$ cat src/rtl/timer_pkg.sv
// Shared constants and state encoding for the game countdown timer controller.
package timer_pkg;

  localparam int TIMER_W = 32;

  typedef enum logic [1:0] {
    ST_IDLE    = 2'd0,
    ST_RUN     = 2'd1,
    ST_PAUSE   = 2'd2,
    ST_EXPIRED = 2'd3
  } state_e;

  localparam logic OWNER_CPU  = 1'b0;
  localparam logic OWNER_GAME = 1'b1;

endpackage

$ cat src/rtl/timer_ctrl_if.sv
// Load/control/status bundle between the timer controller and its two loaders.
interface timer_ctrl_if;
  import timer_pkg::*;

  logic               cpu_req;
  logic [TIMER_W-1:0] cpu_wdata;
  logic               game_req;
  logic [TIMER_W-1:0] game_wdata;
  logic               pause;
  logic               resume;
  logic               irq_ack;
  logic               grant_cpu;
  logic               grant_game;
  logic               owner;
  logic [TIMER_W-1:0] value;
  logic [1:0]         state;
  logic               irq;

  modport master (
    output cpu_req, cpu_wdata, game_req, game_wdata, pause, resume, irq_ack,
    input  grant_cpu, grant_game, owner, value, state, irq
  );

  modport slave (
    input  cpu_req, cpu_wdata, game_req, game_wdata, pause, resume, irq_ack,
    output grant_cpu, grant_game, owner, value, state, irq
  );

endinterface

$ cat src/rtl/tick_prescaler.sv
// Divides clk_cpu into a one-cycle tick enable every DIV enabled cycles.
module tick_prescaler #(
  parameter int DIV = 4
) (
  input  logic clk_cpu,
  input  logic rst_n,
  input  logic en,
  input  logic clr,
  output logic tick
);

  localparam int               CNT_W = $clog2(DIV);
  localparam logic [CNT_W-1:0] LAST  = CNT_W'(DIV - 1);

  logic [CNT_W-1:0] cnt_q;
  logic [CNT_W-1:0] cnt_d;

  // next count: clear wins, otherwise count/wrap only while enabled
  always_comb begin
    cnt_d = cnt_q;
    if (clr) begin
      cnt_d = '0;
    end else if (en) begin
      if (cnt_q == LAST) begin
        cnt_d = '0;
      end else begin
        cnt_d = cnt_q + CNT_W'(1);
      end
    end else begin
      cnt_d = cnt_q;
    end
  end

  // count register
  always_ff @(posedge clk_cpu or negedge rst_n) begin
    if (!rst_n) begin
      cnt_q <= '0;
    end else begin
      cnt_q <= cnt_d;
    end
  end

  assign tick = en && !clr && (cnt_q == LAST);

endmodule

$ cat src/rtl/timer_ctrl.sv
// Shared countdown timer: fixed-priority load arbitration, run/pause/expire FSM
// and sticky expiry interrupt, all on the single clk_cpu domain.
module timer_ctrl
  import timer_pkg::*;
#(
  parameter int TICK_DIV     = 50_000_000,
  parameter bit GAME_PREEMPT = 1'b0
) (
  input  logic         clk_cpu,
  input  logic         rst_n,
  timer_ctrl_if.slave  bus
);

  state_e             state_q, state_d;
  logic [TIMER_W-1:0] value_q, value_d;
  logic               owner_q, owner_d;
  logic               irq_q,   irq_d;

  logic               game_blocked_s;
  logic               grant_cpu_s;
  logic               grant_game_s;
  logic               load_s;
  logic [TIMER_W-1:0] load_val_s;
  logic               pause_ev_s;
  logic               resume_ev_s;
  logic               presc_en_s;
  logic               tick_s;
  logic               expire_s;

  // Grants are combinational so the accepted load lands on the same edge the grant is seen.
  always_comb begin
    game_blocked_s = !GAME_PREEMPT && (owner_q == OWNER_CPU) &&
                     ((state_q == ST_RUN) || (state_q == ST_PAUSE));
    grant_cpu_s    = bus.cpu_req;
    grant_game_s   = bus.game_req && !bus.cpu_req && !game_blocked_s;
    load_s         = grant_cpu_s || grant_game_s;
    load_val_s     = grant_cpu_s ? bus.cpu_wdata : bus.game_wdata;
    pause_ev_s     = bus.pause && !bus.resume && (state_q == ST_RUN);
    resume_ev_s    = bus.resume && !bus.pause && (state_q == ST_PAUSE);
    presc_en_s     = (state_q == ST_RUN) && !load_s && !pause_ev_s;
  end

  tick_prescaler #(
    .DIV (TICK_DIV)
  ) u_presc (
    .clk_cpu (clk_cpu),
    .rst_n   (rst_n),
    .en      (presc_en_s),
    .clr     (load_s),
    .tick    (tick_s)
  );

  // next-state: load > pause/resume > tick; irq set beats ack
  always_comb begin
    state_d  = state_q;
    value_d  = value_q;
    owner_d  = owner_q;
    expire_s = 1'b0;
    if (load_s) begin
      value_d = load_val_s;
      owner_d = grant_cpu_s ? OWNER_CPU : OWNER_GAME;
      state_d = (load_val_s != '0) ? ST_RUN : ST_IDLE;
    end else begin
      case (state_q)
        ST_RUN: begin
          if (pause_ev_s) begin
            state_d = ST_PAUSE;
          end else if (tick_s) begin
            if (value_q > TIMER_W'(1)) begin
              value_d = value_q - TIMER_W'(1);
            end else begin
              value_d  = '0;
              state_d  = ST_EXPIRED;
              expire_s = 1'b1;
            end
          end else begin
            state_d = ST_RUN;
          end
        end
        ST_PAUSE: begin
          if (resume_ev_s) begin
            state_d = ST_RUN;
          end else begin
            state_d = ST_PAUSE;
          end
        end
        ST_EXPIRED: state_d = ST_EXPIRED;
        ST_IDLE:    state_d = ST_IDLE;
        default:    state_d = ST_IDLE;
      endcase
    end
    if (expire_s) begin
      irq_d = 1'b1;
    end else if (bus.irq_ack) begin
      irq_d = 1'b0;
    end else begin
      irq_d = irq_q;
    end
  end

  // state, count, owner and interrupt registers
  always_ff @(posedge clk_cpu or negedge rst_n) begin
    if (!rst_n) begin
      state_q <= ST_IDLE;
      value_q <= '0;
      owner_q <= OWNER_CPU;
      irq_q   <= 1'b0;
    end else begin
      state_q <= state_d;
      value_q <= value_d;
      owner_q <= owner_d;
      irq_q   <= irq_d;
    end
  end

  assign bus.grant_cpu  = grant_cpu_s;
  assign bus.grant_game = grant_game_s;
  assign bus.owner      = owner_q;
  assign bus.value      = value_q;
  assign bus.state      = state_q;
  assign bus.irq        = irq_q;

endmodule

$ cat src/flat_wrapper.sv
// flat-port wrapper written by rule: the top's interface ports become plain ports
module timer_ctrl_flat import timer_pkg::*;
#(
  parameter int TICK_DIV     = 50_000_000,
  parameter bit GAME_PREEMPT = 1'b0
)
  (clk_cpu, rst_n, bus_cpu_req, bus_cpu_wdata, bus_game_req, bus_game_wdata, bus_pause, bus_resume, bus_irq_ack, bus_grant_cpu, bus_grant_game, bus_owner, bus_value, bus_state, bus_irq);
  timer_ctrl_if bus_i ();
  input  logic clk_cpu;
  input  logic rst_n;
  input wire logic [$bits(bus_i.cpu_req)-1:0] bus_cpu_req;
  input wire logic [$bits(bus_i.cpu_wdata)-1:0] bus_cpu_wdata;
  input wire logic [$bits(bus_i.game_req)-1:0] bus_game_req;
  input wire logic [$bits(bus_i.game_wdata)-1:0] bus_game_wdata;
  input wire logic [$bits(bus_i.pause)-1:0] bus_pause;
  input wire logic [$bits(bus_i.resume)-1:0] bus_resume;
  input wire logic [$bits(bus_i.irq_ack)-1:0] bus_irq_ack;
  output wire logic [$bits(bus_i.grant_cpu)-1:0] bus_grant_cpu;
  output wire logic [$bits(bus_i.grant_game)-1:0] bus_grant_game;
  output wire logic [$bits(bus_i.owner)-1:0] bus_owner;
  output wire logic [$bits(bus_i.value)-1:0] bus_value;
  output wire logic [$bits(bus_i.state)-1:0] bus_state;
  output wire logic [$bits(bus_i.irq)-1:0] bus_irq;
  assign bus_i.cpu_req = bus_cpu_req;
  assign bus_i.cpu_wdata = bus_cpu_wdata;
  assign bus_i.game_req = bus_game_req;
  assign bus_i.game_wdata = bus_game_wdata;
  assign bus_i.pause = bus_pause;
  assign bus_i.resume = bus_resume;
  assign bus_i.irq_ack = bus_irq_ack;
  assign bus_grant_cpu = bus_i.grant_cpu;
  assign bus_grant_game = bus_i.grant_game;
  assign bus_owner = bus_i.owner;
  assign bus_value = bus_i.value;
  assign bus_state = bus_i.state;
  assign bus_irq = bus_i.irq;
  timer_ctrl #(.TICK_DIV(TICK_DIV), .GAME_PREEMPT(GAME_PREEMPT)) u_core (.clk_cpu(clk_cpu), .rst_n(rst_n), .bus(bus_i));
endmodule
$ cat config.mk
export PLATFORM = sky130hd
export DESIGN_NAME = timer_ctrl_flat
export DESIGN_NICKNAME = d
export VERILOG_FILES = /design/src/rtl/timer_pkg.sv /design/src/rtl/timer_ctrl_if.sv /design/src/rtl/tick_prescaler.sv /design/src/rtl/timer_ctrl.sv /design/src/flat_wrapper.sv
export SDC_FILE = /design/constraint.sdc
export NUM_CORES = 1
export LEC_CHECK = 0
export ABC_CLOCK_PERIOD_IN_PS = 3800
export CORE_MARGIN = 4
export CORE_UTILIZATION = 43
export CTS_CLUSTER_DIAMETER = 50
export DETAILED_ROUTE_END_ITERATION = 8
export GPL_ROUTABILITY_DRIVEN = 0
export PLACE_DENSITY = 0.72
export SYNTH_ARGS = -nofsm -noshare
export SYNTH_HDL_FRONTEND = slang
export SYNTH_SLANG_ARGS = --single-unit
$ cat constraint.sdc
create_clock -name clk_cpu -period 3.8 [get_ports clk_cpu]
set_input_delay 0.76 -clock clk_cpu [delete_from_list [all_inputs] [get_ports clk_cpu]]
set_output_delay 0.76 -clock clk_cpu [all_outputs]
set_load 0.01 [all_outputs]
# ---- After elaboration in Yosys (flattened, before gate mapping)
# Index checks and enable logic that the tools add are counted.
# Widths: inputs -> output; s select.
dict set report op_classes {
  n_bitwise 1
  n_lt_le_gt_ge 1
  n_eq_ne 6
  addsub 2
  muxes 24
  reduce_logical 26
}
# op n
set op_table {}
lappend op_table {{$mux 32} 6}
lappend op_table {{$mux 26} 3}
lappend op_table {{$gt 32x1->1 const B} 1}
lappend op_table {{$reduce_bool 32->1} 1}
lappend op_table {{$sub 32x1->32 const B} 1}
lappend op_table {{$add 26x1->26 const B} 1}
lappend op_table {{$eq 26x26->1 const B} 1}
lappend op_table {{$logic_and 1x1->1} 11}
lappend op_table {{$mux 2} 5}
lappend op_table {{$mux 1} 9}
lappend op_table {{$pmux 2 s4} 1}
lappend op_table {{$reduce_bool 2->1} 4}
lappend op_table {{$logic_not 1->1} 6}
lappend op_table {{$ne 5x3->1 const B} 1}
lappend op_table {{$eq 2x2->1 const B} 2}
lappend op_table {{$reduce_and 3->1} 1}
lappend op_table {{$eq 2x1->1 const B} 1}
lappend op_table {{$logic_not 2->1} 1}
lappend op_table {{$logic_or 1x1->1} 2}
lappend op_table {{$ne 2x1->1 const B} 1}
lappend op_table {{$not 1->1} 1}
dict set report word_totals {
  elab_cells 65
  output_inout_bits 38
  inputBits 71
  reg_bits 62
}

# ---- Logic depth before layout (Yosys ltp)
dict set report depth {
  ltp_word 16
  depth_mapped 9
  mapped_depth_nobuf 8
}

# ---- By module
# From an unflattened synthesis, not the netlist that was laid out.
dict set report unflattened {
  hier_cells 522
  hier_area_um2 4418.0
}
# module area_per_inst_um2 cells_per_inst seq_area_each_um2 instances
set by_module_without_submodules {}
lappend by_module_without_submodules {timer_ctrl 2750.1 327 900.9 1}
lappend by_module_without_submodules {tick_prescaler 1667.8 195 650.6 1}

# ---- Worst setup path before layout
# OpenSTA, ideal clock, no wires.
dict set report synth_timing {
  kind {in2out}
  start {in bus_cpu_req}
  end {out bus_grant_game}
  arrival_ps 1925
  path_buffers 2
  required_time_ps 3040
  stages 5
  path_slack_ps 1115
  cell_sequence {clkbuf_1 clkinv_1 nand2_1 clkinv_1 clkbuf_1}
}
dict set report synth_via {
  elab_chain_cells 3
}
# item line_no
set synth_lines {}
lappend synth_lines {{start, declared} flat_wrapper.sv:11} ;# input wire logic [$bits(bus_i.cpu_req)-1:0] bus_cpu_req;
lappend synth_lines {{$logic_not 1->1} timer_ctrl.sv:35} ;# grant_game_s = bus.game_req && !bus.cpu_req && !game_blocked_s;
lappend synth_lines {{$logic_and 1x1->1 (2 in series)} timer_ctrl.sv:35}
lappend synth_lines {{end, declared} flat_wrapper.sv:19} ;# output wire logic [$bits(bus_i.grant_game)-1:0] bus_grant_game;
# No other way between the ends.

# ---- Worst setup path in the final report
dict set report layout_timing {
  start {reg u_core.value_q[22], in the netlist u_core.bus.value[22]}
  end {reg u_core.value_q[2], in the netlist u_core.bus.value[2]}
}
dict set report layout_via {
  elab_chain_cells 6
}
# item line_no
set layout_lines {}
lappend layout_lines {{start, declared} timer_ctrl.sv:15} ;# logic [TIMER_W-1:0] value_q, value_d;
lappend layout_lines {{start signal, assigned} timer_ctrl.sv:110} ;# value_q <= value_d;
lappend layout_lines {{$gt 32x1->1} timer_ctrl.sv:69} ;# if (value_q > TIMER_W'(1)) begin
lappend layout_lines {{$mux 32} timer_ctrl.sv:69}
lappend layout_lines {{$mux 32} timer_ctrl.sv:68} ;# end else if (tick_s) begin
lappend layout_lines {{$mux 32} timer_ctrl.sv:66} ;# if (pause_ev_s) begin
lappend layout_lines {{$mux 32} timer_ctrl.sv:64} ;# case (state_q)
lappend layout_lines {{$mux 32} timer_ctrl.sv:59} ;# if (load_s) begin
# No other way between the ends. The select of a mux whose other input is x is not followed.
# A chain may end at the register's enable or synchronous reset.

==> results.md <==
* Outcome: finished, final reports clean
* Leakage at 2.06 nW
* Setup TNS at 0 ps
* Proportion of layout cells with a drive suffix above 1 at 0.0622
* Tightest Pin Transition at 1040 ps
* Pins Over Slew Limit at 0
* WP data arrival at 3650 ps
* ANT nets after route at 0
* Top cell type by total area after synthesis: dfrtp_1
* Fin util at 0.595
* R2R cell count at 6
* CP Max Fanout at 12
* Post-DP HPWL at roughly 12,000 um
* PnR worst setup slack at 388 ps
* # Post-CTS Setup Buffers at 0
* Die width at 107 um
* Vias/cell at 6.38
* R2R Setup Slk at 390 ps
* Initial DRC count at 468
* Core Rows at 35
* Die area at 0.0114 mm2
* Detailed-route via count at 4,719
* Final cell count without fillers at 740
* Core area at 0.00937 mm2
* PwrDens at 565 mW/mm2
* Post-Syn Area at 0.00419 mm2
* Yosys cell types at 65
* RR Endpoint: u_core.bus.value[2]$_DFFE_PN0P_
* Asr flop ratio synth at 1.00
* Slew headroom at 0.305
* Ranking of synthesized cells by area: dfrtp_1 37%, o21ai_0 5.4%, nor2_1 4.3%, nand2_1 3.9%, a21oi_1 2.7%
* Worst-path clk slew at 70 ps
* Number of port buffers at roughly 110
* P&R area growth vs syn at 33.1%
* EDFF count, synth at 0
* Final nets at 685
* FF-to-FF Start: u_core.bus.value[22]$_DFFE_PN0P_
* Post-Place Setup Slack at approximately 460 ps
* Max clock buf depth at 2
* CTS tree: yes
* Sink Count at 62
* Synth top area share at 0.370
* DRC Markers at 0
* Initial antenna violation count at 0
* Largest net degree at the start of global routing at 38
* Hold_sp: u_core.u_presc.cnt_q[23]$_DFFE_PN0P_
* Final Skew at 9.00 ps
* CP Class: flip-flop to flip-flop
* Syn Area/Cell at 8.39 um2
* GR Overflow Total at 0
* Hold EP: u_core.u_presc.cnt_q[23]$_DFFE_PN0P_
* Crit share post-route at 0.898
* H-Tree Level Count at 3
* Crit end category: flip-flop
* Io pins at 109
* Unrepaired setup endpoints after global routing: no
* Syn nets at ~580
* Worst Hold Class: flip-flop to flip-flop
* Global-route wire length before repair at 24,300 um
* Clock root buffer: clkbuf_8
* Total Routing Usage GR at 0.273
* Post-synthesis sequential area ratio at 0.370
* WHS Path Cells at 1
* Req. time, crit path at 4040 ps
* Flops & latches, synth at slightly above 60
* Synth cell count leaders: 62 x dfrtp_1, 48 x nor2_1, 45 x o21ai_0
* Die height at 107 um
* Vias in the first global route at approximately 4,700
* Final hold vios at 0
* Peak Freq at slightly below 0.3 GHz
* Dpl cells at 725
* CTS resizes at 0
* Cts bufs inserted at 9
* Worst skew pair latency at 350 ps
* Synth warn at 0
* Fin crit period at ~3400 ps
* Count leader, synth: dfrtp_1
* Routed WL per cell at 20.6 um
* Maxcap violations at 0
* Finish-stage setup viols at 0
* Nature of the critical path startpoint: flip-flop
* Antenna cells at 0
* Peak VDD IR at 0.303 mV
* Initial DRT Pass Iterations at 6
* Post-synthesis cell count at 499
* Drt total wl at between 15,000 and 20,000 um
* Hold buffers post-CTS at 0
* Starting Density at 0.447
* Dominant synthesized flop cell: dfrtp_1
-- cells by family (layout without fill, tap and decap cells) --
family,after synthesis,after routing,share of synthesized area
xor+xnor,11,11,0.0230
flops,62,62,0.370
fa+ha+maj,7,7,0.0209
simple gates,219,219,0.281
mux,7,7,0.0167
buf+inv,40,152,0.0385
compound gates,153,153,0.249
-- power breakdown --
part / switching (mW) / internal (mW) / total (mW)
clock: 0.268 / 0.228 / 0.496
combinational: 0.787 / 0.716 / 1.50
sequential: 0.310 / 0.842 / 1.15
-- metal layers --
layer  GRT usage  vias up  wire, um  part of all wire
met5           0        -         0                 0
met2       0.461      309      7400              0.49
met3      0.0560       57      1410             0.092
li1            -     2133         -                 -
met4       0.135        0       593             0.039
met1       0.330     2220      5840              0.38
-- sequential cells by signal, indices dropped and copies added (netlist names) --
name	cells
u_core.bus.state	2
u_core.bus.value	32
u_core.bus.irq	1
u_core.u_presc.cnt_q	26
u_core.bus.owner	1
-- critical path, stage by stage, from the launching register on --
cell and delay, ps:
dfrtp_1 450, nor4_1 710, nand4b_1 450, nor4_4 710
nand2b_1 510, nor3b_1 110, a221o_1 360
-- area by class of cell --
type | count | area [um2]
fill | 870 | 3800
multi-input combinational | 397 | 2480
sequential | 62 | 1550
timing repair buffer | 120 | 1170
tap | 129 | 161
clock buffer | 10 | 128
inverter | 17 | 63.8
clock inverter | 5 | 27.5
-- worst max path at each step --
stage	slack [ps]	from	end
after CTS	400	u_core.bus.value[22]$_DFFE_PN0P_	u_core.bus.value[2]$_DFFE_PN0P_
after global routing	220	u_core.bus.value[22]$_DFFE_PN0P_	u_core.bus.value[2]$_DFFE_PN0P_
after global placement	540	u_core.bus.value[22]$_DFFE_PN0P_	u_core.bus.value[2]$_DFFE_PN0P_
after detailed placement	460	u_core.bus.value[22]$_DFFE_PN0P_	u_core.bus.value[2]$_DFFE_PN0P_
after floorplan	1110	bus_cpu_req	bus_grant_game
final	390	u_core.bus.value[22]$_DFFE_PN0P_	u_core.bus.value[2]$_DFFE_PN0P_
-- cells in the final DEF (no fill, tap or decap), types with 5 or more instances in the layout --
cell / n
nand2_1: 43
o21ai_0: 45
a22oi_1: 7
ha_1: 7
a21oi_1: 23
or3_1: 6
o311ai_0: 6
nor4_1: 17
a31oi_1: 9
nor3b_1: 5
buf_4: 12
nand3_1: 22
nand4_1: 13
mux2i_1: 7
a22o_1: 6
clkdlybuf4s50_1: 107
nor3_1: 23
a222oi_1: 5
nand2b_1: 7
xor2_1: 7
or4_1: 7
o22ai_1: 8
nor2_1: 48
nand4b_1: 7
dfrtp_1: 62
o31ai_1: 5
inv_1: 15
clkbuf_8: 9
-- stage by stage --
step           hold WS (ps)  total power, mW  area, um2
6_report                484             3.15       5570
3_3_place_gp            464             2.61       5420
2_1_floorplan           445             1.85       4190
3_5_place_dp            484             2.63       5420
5_1_grt                 533             3.34       5570
4_1_cts                 493             3.13       5570
No activity file was read; power rests on OpenSTA's default activity.
